===== config.mk =====
export PLATFORM = sky130hd
export DESIGN_NAME = cpu_control_unit
export DESIGN_NICKNAME = d
export VERILOG_FILES = /design/src/rtl/cpu_control_unit.sv
export SDC_FILE = /design/constraint.sdc
export NUM_CORES = 1
export LEC_CHECK = 0
export ABC_AREA = 1
export CAP_MARGIN = 20
export CORE_MARGIN = 3
export CORE_UTILIZATION = 45
export CTS_CLUSTER_SIZE = 24
export DETAILED_ROUTE_END_ITERATION = 7
export DONT_BUFFER_PORTS = 1
export REMOVE_ABC_BUFFERS = 1
export SLEW_MARGIN = 20
export SYNTH_ARGS = -nofsm -noshare
export SYNTH_HDL_FRONTEND = slang
export SYNTH_SLANG_ARGS = --single-unit
export TNS_END_PERCENT = 50

===== constraint.sdc =====
create_clock -name clk -period 1.2 [get_ports clk]
set_input_delay 0.06 -clock clk [delete_from_list [all_inputs] [get_ports clk]]
set_output_delay 0.06 -clock clk [all_outputs]
set_load 0.01 [all_outputs]

===== src/rtl/cpu_control_unit.sv =====
// Control FSM for the 8-bit CPU: fetch/decode/execute sequencing with
// combinational datapath controls decoded from state, IR and CCR flags.
module cpu_control_unit #(
   parameter logic [7:0] LDA_IMM = 8'h10,
   parameter logic [7:0] LDA_DIR = 8'h11,
   parameter logic [7:0] LDB_IMM = 8'h12,
   parameter logic [7:0] LDB_DIR = 8'h13,
   parameter logic [7:0] STA_DIR = 8'h14,
   parameter logic [7:0] STB_DIR = 8'h15,
   parameter logic [7:0] ADD_AB  = 8'h20,
   parameter logic [7:0] SUB_AB  = 8'h21,
   parameter logic [7:0] AND_AB  = 8'h22,
   parameter logic [7:0] OR_AB   = 8'h23,
   parameter logic [7:0] INCA    = 8'h24,
   parameter logic [7:0] INCB    = 8'h25,
   parameter logic [7:0] DECA    = 8'h26,
   parameter logic [7:0] DECB    = 8'h27,
   parameter logic [7:0] BRA     = 8'h30,
   parameter logic [7:0] BNU     = 8'h31,
   parameter logic [7:0] BND     = 8'h32,
   parameter logic [7:0] BZU     = 8'h33,
   parameter logic [7:0] BZD     = 8'h34,
   parameter logic [7:0] BVU     = 8'h35,
   parameter logic [7:0] BVD     = 8'h36,
   parameter logic [7:0] BCU     = 8'h37,
   parameter logic [7:0] BCD     = 8'h38
) (
   input  logic       clk,
   input  logic       reset,
   input  logic [7:0] IR,
   input  logic [3:0] CCR_Result,
   output logic       IR_Load,
   output logic       MAR_Load,
   output logic       PC_Load,
   output logic       PC_Inc,
   output logic       A_Load,
   output logic       B_Load,
   output logic [2:0] ALU_Sel,
   output logic       CCR_Load,
   output logic [1:0] Bus1_Sel,
   output logic [1:0] Bus2_Sel,
   output logic       write
);

   typedef enum logic [3:0] {
      F0, F1, F2, D3,
      E0, E1, E2, E3, E4,
      EX_ALU,
      BT0, BT1, BT2,
      BNT
   } state_t;

   state_t state;

   logic       is_ld_imm, is_ld_dir, is_store, is_alu, is_branch;
   logic       dst_a, br_taken;
   logic [2:0] alu_sel;

   logic n_f, z_f, v_f, c_f;
   assign {n_f, z_f, v_f, c_f} = CCR_Result;

   always_comb begin
      is_ld_imm = (IR == LDA_IMM) || (IR == LDB_IMM);
      is_ld_dir = (IR == LDA_DIR) || (IR == LDB_DIR);
      is_store  = (IR == STA_DIR) || (IR == STB_DIR);
      dst_a     = (IR == LDA_IMM) || (IR == LDA_DIR) || (IR == STA_DIR);
      is_alu    = 1'b1;
      alu_sel   = 3'b000;
      case (IR)
         ADD_AB:      alu_sel = 3'b000;
         SUB_AB:      alu_sel = 3'b001;
         AND_AB:      alu_sel = 3'b010;
         OR_AB:       alu_sel = 3'b011;
         INCA, INCB:  alu_sel = 3'b100;
         DECA, DECB:  alu_sel = 3'b101;
         default:     is_alu  = 1'b0;
      endcase
      is_branch = 1'b1;
      br_taken  = 1'b0;
      case (IR)
         BRA:     br_taken = 1'b1;
         BNU:     br_taken = n_f;
         BND:     br_taken = ~n_f;
         BZU:     br_taken = z_f;
         BZD:     br_taken = ~z_f;
         BVU:     br_taken = v_f;
         BVD:     br_taken = ~v_f;
         BCU:     br_taken = c_f;
         BCD:     br_taken = ~c_f;
         default: is_branch = 1'b0;
      endcase
   end

   always_ff @(posedge clk or posedge reset) begin
      if (reset) begin
         state <= F0;
      end else begin
         case (state)
            F0: state <= F1;
            F1: state <= F2;
            F2: state <= D3;
            D3: begin
               if (is_ld_imm || is_ld_dir || is_store) state <= E0;
               else if (is_alu)                        state <= EX_ALU;
               else if (is_branch)                     state <= br_taken ? BT0 : BNT;
               else                                    state <= F0;
            end
            E0: state <= E1;
            E1: state <= E2;
            E2: state <= is_ld_imm ? F0 : E3;
            E3: state <= is_store ? F0 : E4;
            E4: state <= F0;
            BT0: state <= BT1;
            BT1: state <= BT2;
            default: state <= F0;
         endcase
      end
   end

   // Outputs are gated by reset directly so an abort suppresses write at once.
   always_comb begin
      IR_Load  = 1'b0;
      MAR_Load = 1'b0;
      PC_Load  = 1'b0;
      PC_Inc   = 1'b0;
      A_Load   = 1'b0;
      B_Load   = 1'b0;
      ALU_Sel  = 3'b000;
      CCR_Load = 1'b0;
      Bus1_Sel = 2'd0;
      Bus2_Sel = 2'd0;
      write    = 1'b0;
      if (!reset) begin
         case (state)
            F0, E0, BT0: begin
               Bus1_Sel = 2'd0;
               Bus2_Sel = 2'd1;
               MAR_Load = 1'b1;
            end
            F1, E1, BNT: PC_Inc = 1'b1;
            F2: begin
               Bus2_Sel = 2'd2;
               IR_Load  = 1'b1;
            end
            E2: begin
               Bus2_Sel = 2'd2;
               if (is_ld_imm) begin
                  A_Load = dst_a;
                  B_Load = ~dst_a;
               end else begin
                  MAR_Load = 1'b1;
               end
            end
            E3: begin
               if (is_store) begin
                  Bus1_Sel = dst_a ? 2'd1 : 2'd2;
                  write    = 1'b1;
               end
            end
            E4: begin
               Bus2_Sel = 2'd2;
               A_Load   = dst_a;
               B_Load   = ~dst_a;
            end
            EX_ALU: begin
               ALU_Sel  = alu_sel;
               Bus2_Sel = 2'd0;
               CCR_Load = 1'b1;
               Bus1_Sel = ((IR == INCA) || (IR == DECA)) ? 2'd1 : 2'd2;
               if ((IR == INCB) || (IR == DECB)) B_Load = 1'b1;
               else                              A_Load = 1'b1;
            end
            BT2: begin
               Bus2_Sel = 2'd2;
               PC_Load  = 1'b1;
            end
            default: ;
         endcase
      end
   end

endmodule

==> flow_summary.toml <==
[drt]
vias = 1020
routed_wl_mm = 2.584
drtAntennaViolNets = 0
viasPerCell = 5.514
drtIter0Drc = 20
first_pass_iters = 4
wire_per_inst_um = 13.97
drc = 0

[timing]
tightest_slew_ns = 0.3498
hold_viol = 0
hold_ws_ns = 0.07951
skew_ns = 0.0004647
slew_headroom = 0.7665
slew_viol_final = 0
final.setup.tns_ns = -4.347
setup_viol = 19
rsz0062_at_grt = "true"
fin_crit_sh = 1.334
timing.fmax_ghz = 0.6246
timing.final.crit_period_ns = 1.601
layout_setup_ws_ns = -0.4011

[setup_path]
slowest_delay_ns = 0.38
crit_top_cell = "inv_2"
crit_end = "ALU_Sel[2]"
cp.depth = 9
reg2reg_to = "state[1]"
r2r.worst_path.cells = 8
endpoint_kind = "output port"
critical_path_class = "reg2out"
crit_start = "state[0]"
reg2reg_slack_ns = -0.12
cp_slowest_cell = "dfrtp_1"
reg2reg_from = "state[0]"
cp-start-kind = "register"
cp_cell_sequence = "inv_2 -> nor2_2 -> inv_2 -> nor2_4 -> nand2_2 -> inv_2 -> nand2_4 -> nor3_2 -> buf_4"
crit_arrival_ns = 1.54
path_buf_inv = 4
crit_family = "simple AND/OR/NAND/NOR gates"
crit_required_ns = 1.14
crit_path_max_fanout = 3

[logic_synthesis]
seq_area_frac_synth = 0.1391
ys_warn_count = 0
syn_inst = 141
syn_avg_cell_area_um2 = 5.102
synth_edf_count = 0
synth.area.top_cells = "nand2_1 19%, dfrtp_1 14%, inv_1 14%"
async_reset_ff_frac = 1.000
synth-main-ff-cell = "dfrtp_1"
yosys-top-cells-count = "37 x nand2_1, 26 x inv_1, 18 x nor2_1"
syn_area_um2 = 719.4
yosys.area.top_type = "nand2_1"
ys_types = 26
synth_top_cell_area_share = 0.1930
ys_ff_latch = 4
synth.most_common_cell = "nand2_1"

[pwr]
clkPwrFrac = 0.104
leakage_nw = 0.5575
p_seq_frac = 0.182
vdd_drop_max_v = 0.001305
pwr-share-comb = 0.715
intPower_mw = 0.8187
sw_frac_of_total = 0.4916
p_per_area_mw_per_mm2 = 1421
p_switching_mw = 0.7917

[floorplanning]
dieArea_mm2 = 0.002115
die_h_um = 45.99
fp.dieW_um = 45.99
io_pins = 29
core_area_mm2 = 0.001399
rows = 13
initial_core_util = 0.5143

[layout]
largest_reg_flops = 4
fin_nets = 186
reg.largest.list = "state (4)"
final_area_mm2 = 0.001134
areaGrowthSynthToFinish_pct = 57.57
antennaDiodeCount = 0
drive_above_1_share = 0.4529
top_register = "state"

[place]
dp_slack_ns = -0.1273
gp_congestion = 0.8147
port_buffers = 0
dp_hpwl_mm = 1.824
dpl_cell_area_um2 = 904.6

[clock_network]
cts_buffers = 3
clock_latency_ns = 0.23
cts_root_buf = "clkbuf_4"
cts_tree = "built"
htree_num_levels = 1
clkSinkCount = 4
cts.clk_slew.worst_paths_ns = 0.04
cts_buffer_depth = 2

[global_route]
grt_max_degree = 9
grt_pass1_wl_mm = 3.677
grt_pass1_vias = 921
overflow = 0
grt_usage = 0.2388
antenna_found_initial = 0

[outcome]
violations = "setup timing"
outcome = "finished with violations"

[flow_run]
max_cap_viol_count = 0

[hold_path]
hp-class = "in2reg"
==> logic make-up (layout without fill, tap and decap cells) <==
kind of cell | after synthesis | count (layout) | share of synthesized area
AOI/OAI and AO/OA | 21 | 21 | 0.1722
and+or+nand+nor | 84 | 84 | 0.5183
DFF | 4 | 4 | 0.1391
buffers and inverters | 32 | 61 | 0.1704
==> worst min path at each step <==
| stage | startpoint | to | slack (ns) | depth (start not counted) |
|---|---|---|---|---|
| after global routing | IR[3] | state[1] | 0.09 | 3 |
| after floorplan | reset | state[0] | -0.14 | 1 |
| after detailed placement | reset | state[3] | -0.04 | 2 |
| final | IR[3] | state[1] | 0.08 | 3 |
| after CTS | IR[3] | state[1] | 0.08 | 3 |
| after global placement | reset | state[3] | -0.04 | 2 |
==> worst reg2reg max path, stage by stage (launching register included) <==
cell	delay, ns
dfrtp_1	0.38
inv_2	0.08
nor2_2	0.17
inv_2	0.08
buf_4	0.13
buf_4	0.13
o21ai_0	0.16
inv_1	0.06
nand3_1	0.08
==> layer usage <==
metal  wire [µm]  track usage
met5           0            0
met4          19      0.06818
met3         110      0.01186
met2        1278       0.4258
met1        1175       0.3042
==> layout by cell type, fill, tap and decap left out <==
master and count:
o21ai_2 1, a21oi_1 1, nor4_2 1, dfrtp_1 2, nand2_2 4, or2_4 1
nand3_1 11, o211ai_1 1, nand2_4 2, a21oi_4 2, o22ai_1 1, buf_6 2
nand2_1 32, nor2_1 9, o21ai_0 3, o21ai_1 4, dlygate4sd3_1 1, inv_1 21
nor3_2 5, clkbuf_4 3, nor2_2 8, dfrtp_2 2, nand3b_1 3, nand4_1 1
a31oi_4 1, nor3_1 1, inv_2 8, nor2_4 4, a21oi_2 5, nand3_2 2
o2111ai_1 1, buf_4 26, a211oi_1 1
==> power groups by stage <==
| stage | sequential [mW] | clock (mW) | combinational [mW] |
|---|---|---|---|
| 2_1_floorplan | 0.262 | 0 | 0.449 |
| 3_3_place_gp | 0.263 | 0 | 0.757 |
| 3_5_place_dp | 0.261 | 0 | 0.778 |
| 4_1_cts | 0.261 | 0.165 | 0.925 |
| 5_1_grt | 0.299 | 0.175 | 1.24 |
| 6_report | 0.292 | 0.167 | 1.15 |
==> through the flow <==
stage,util,cells,total power [mW]
after detailed placement,0.6467,177,1.039
after floorplan,-,138,0.7115
final,0.8104,185,1.610
after global placement,0.6467,177,1.021
after CTS,0.7388,183,1.351
after global routing,0.8104,185,1.715
==> layout make-up <==
cell class	count	area, µm²
fillers	98	265.3
well taps	15	18.77
clock buffers	3	22.52
flip-flops and latches	4	102.6
inverters	29	108.9
multi-input cells	105	653.1
repair buffers	29	227.7
==> what timing repair did <==
| item | CTS | global route |
|---|---|---|
| setup endpoints to repair | 19 | 19 |
| cloned | 0 | 0 |
| setup buffers | 2 | 2 |
| resized for setup | 23 | 27 |
| pin swaps | 5 | 7 |
| hold buffers | 1 | 0 |
| hold endpoints to repair | 4 | 0 |
Note: power is estimated with default switching activity, not from simulation.
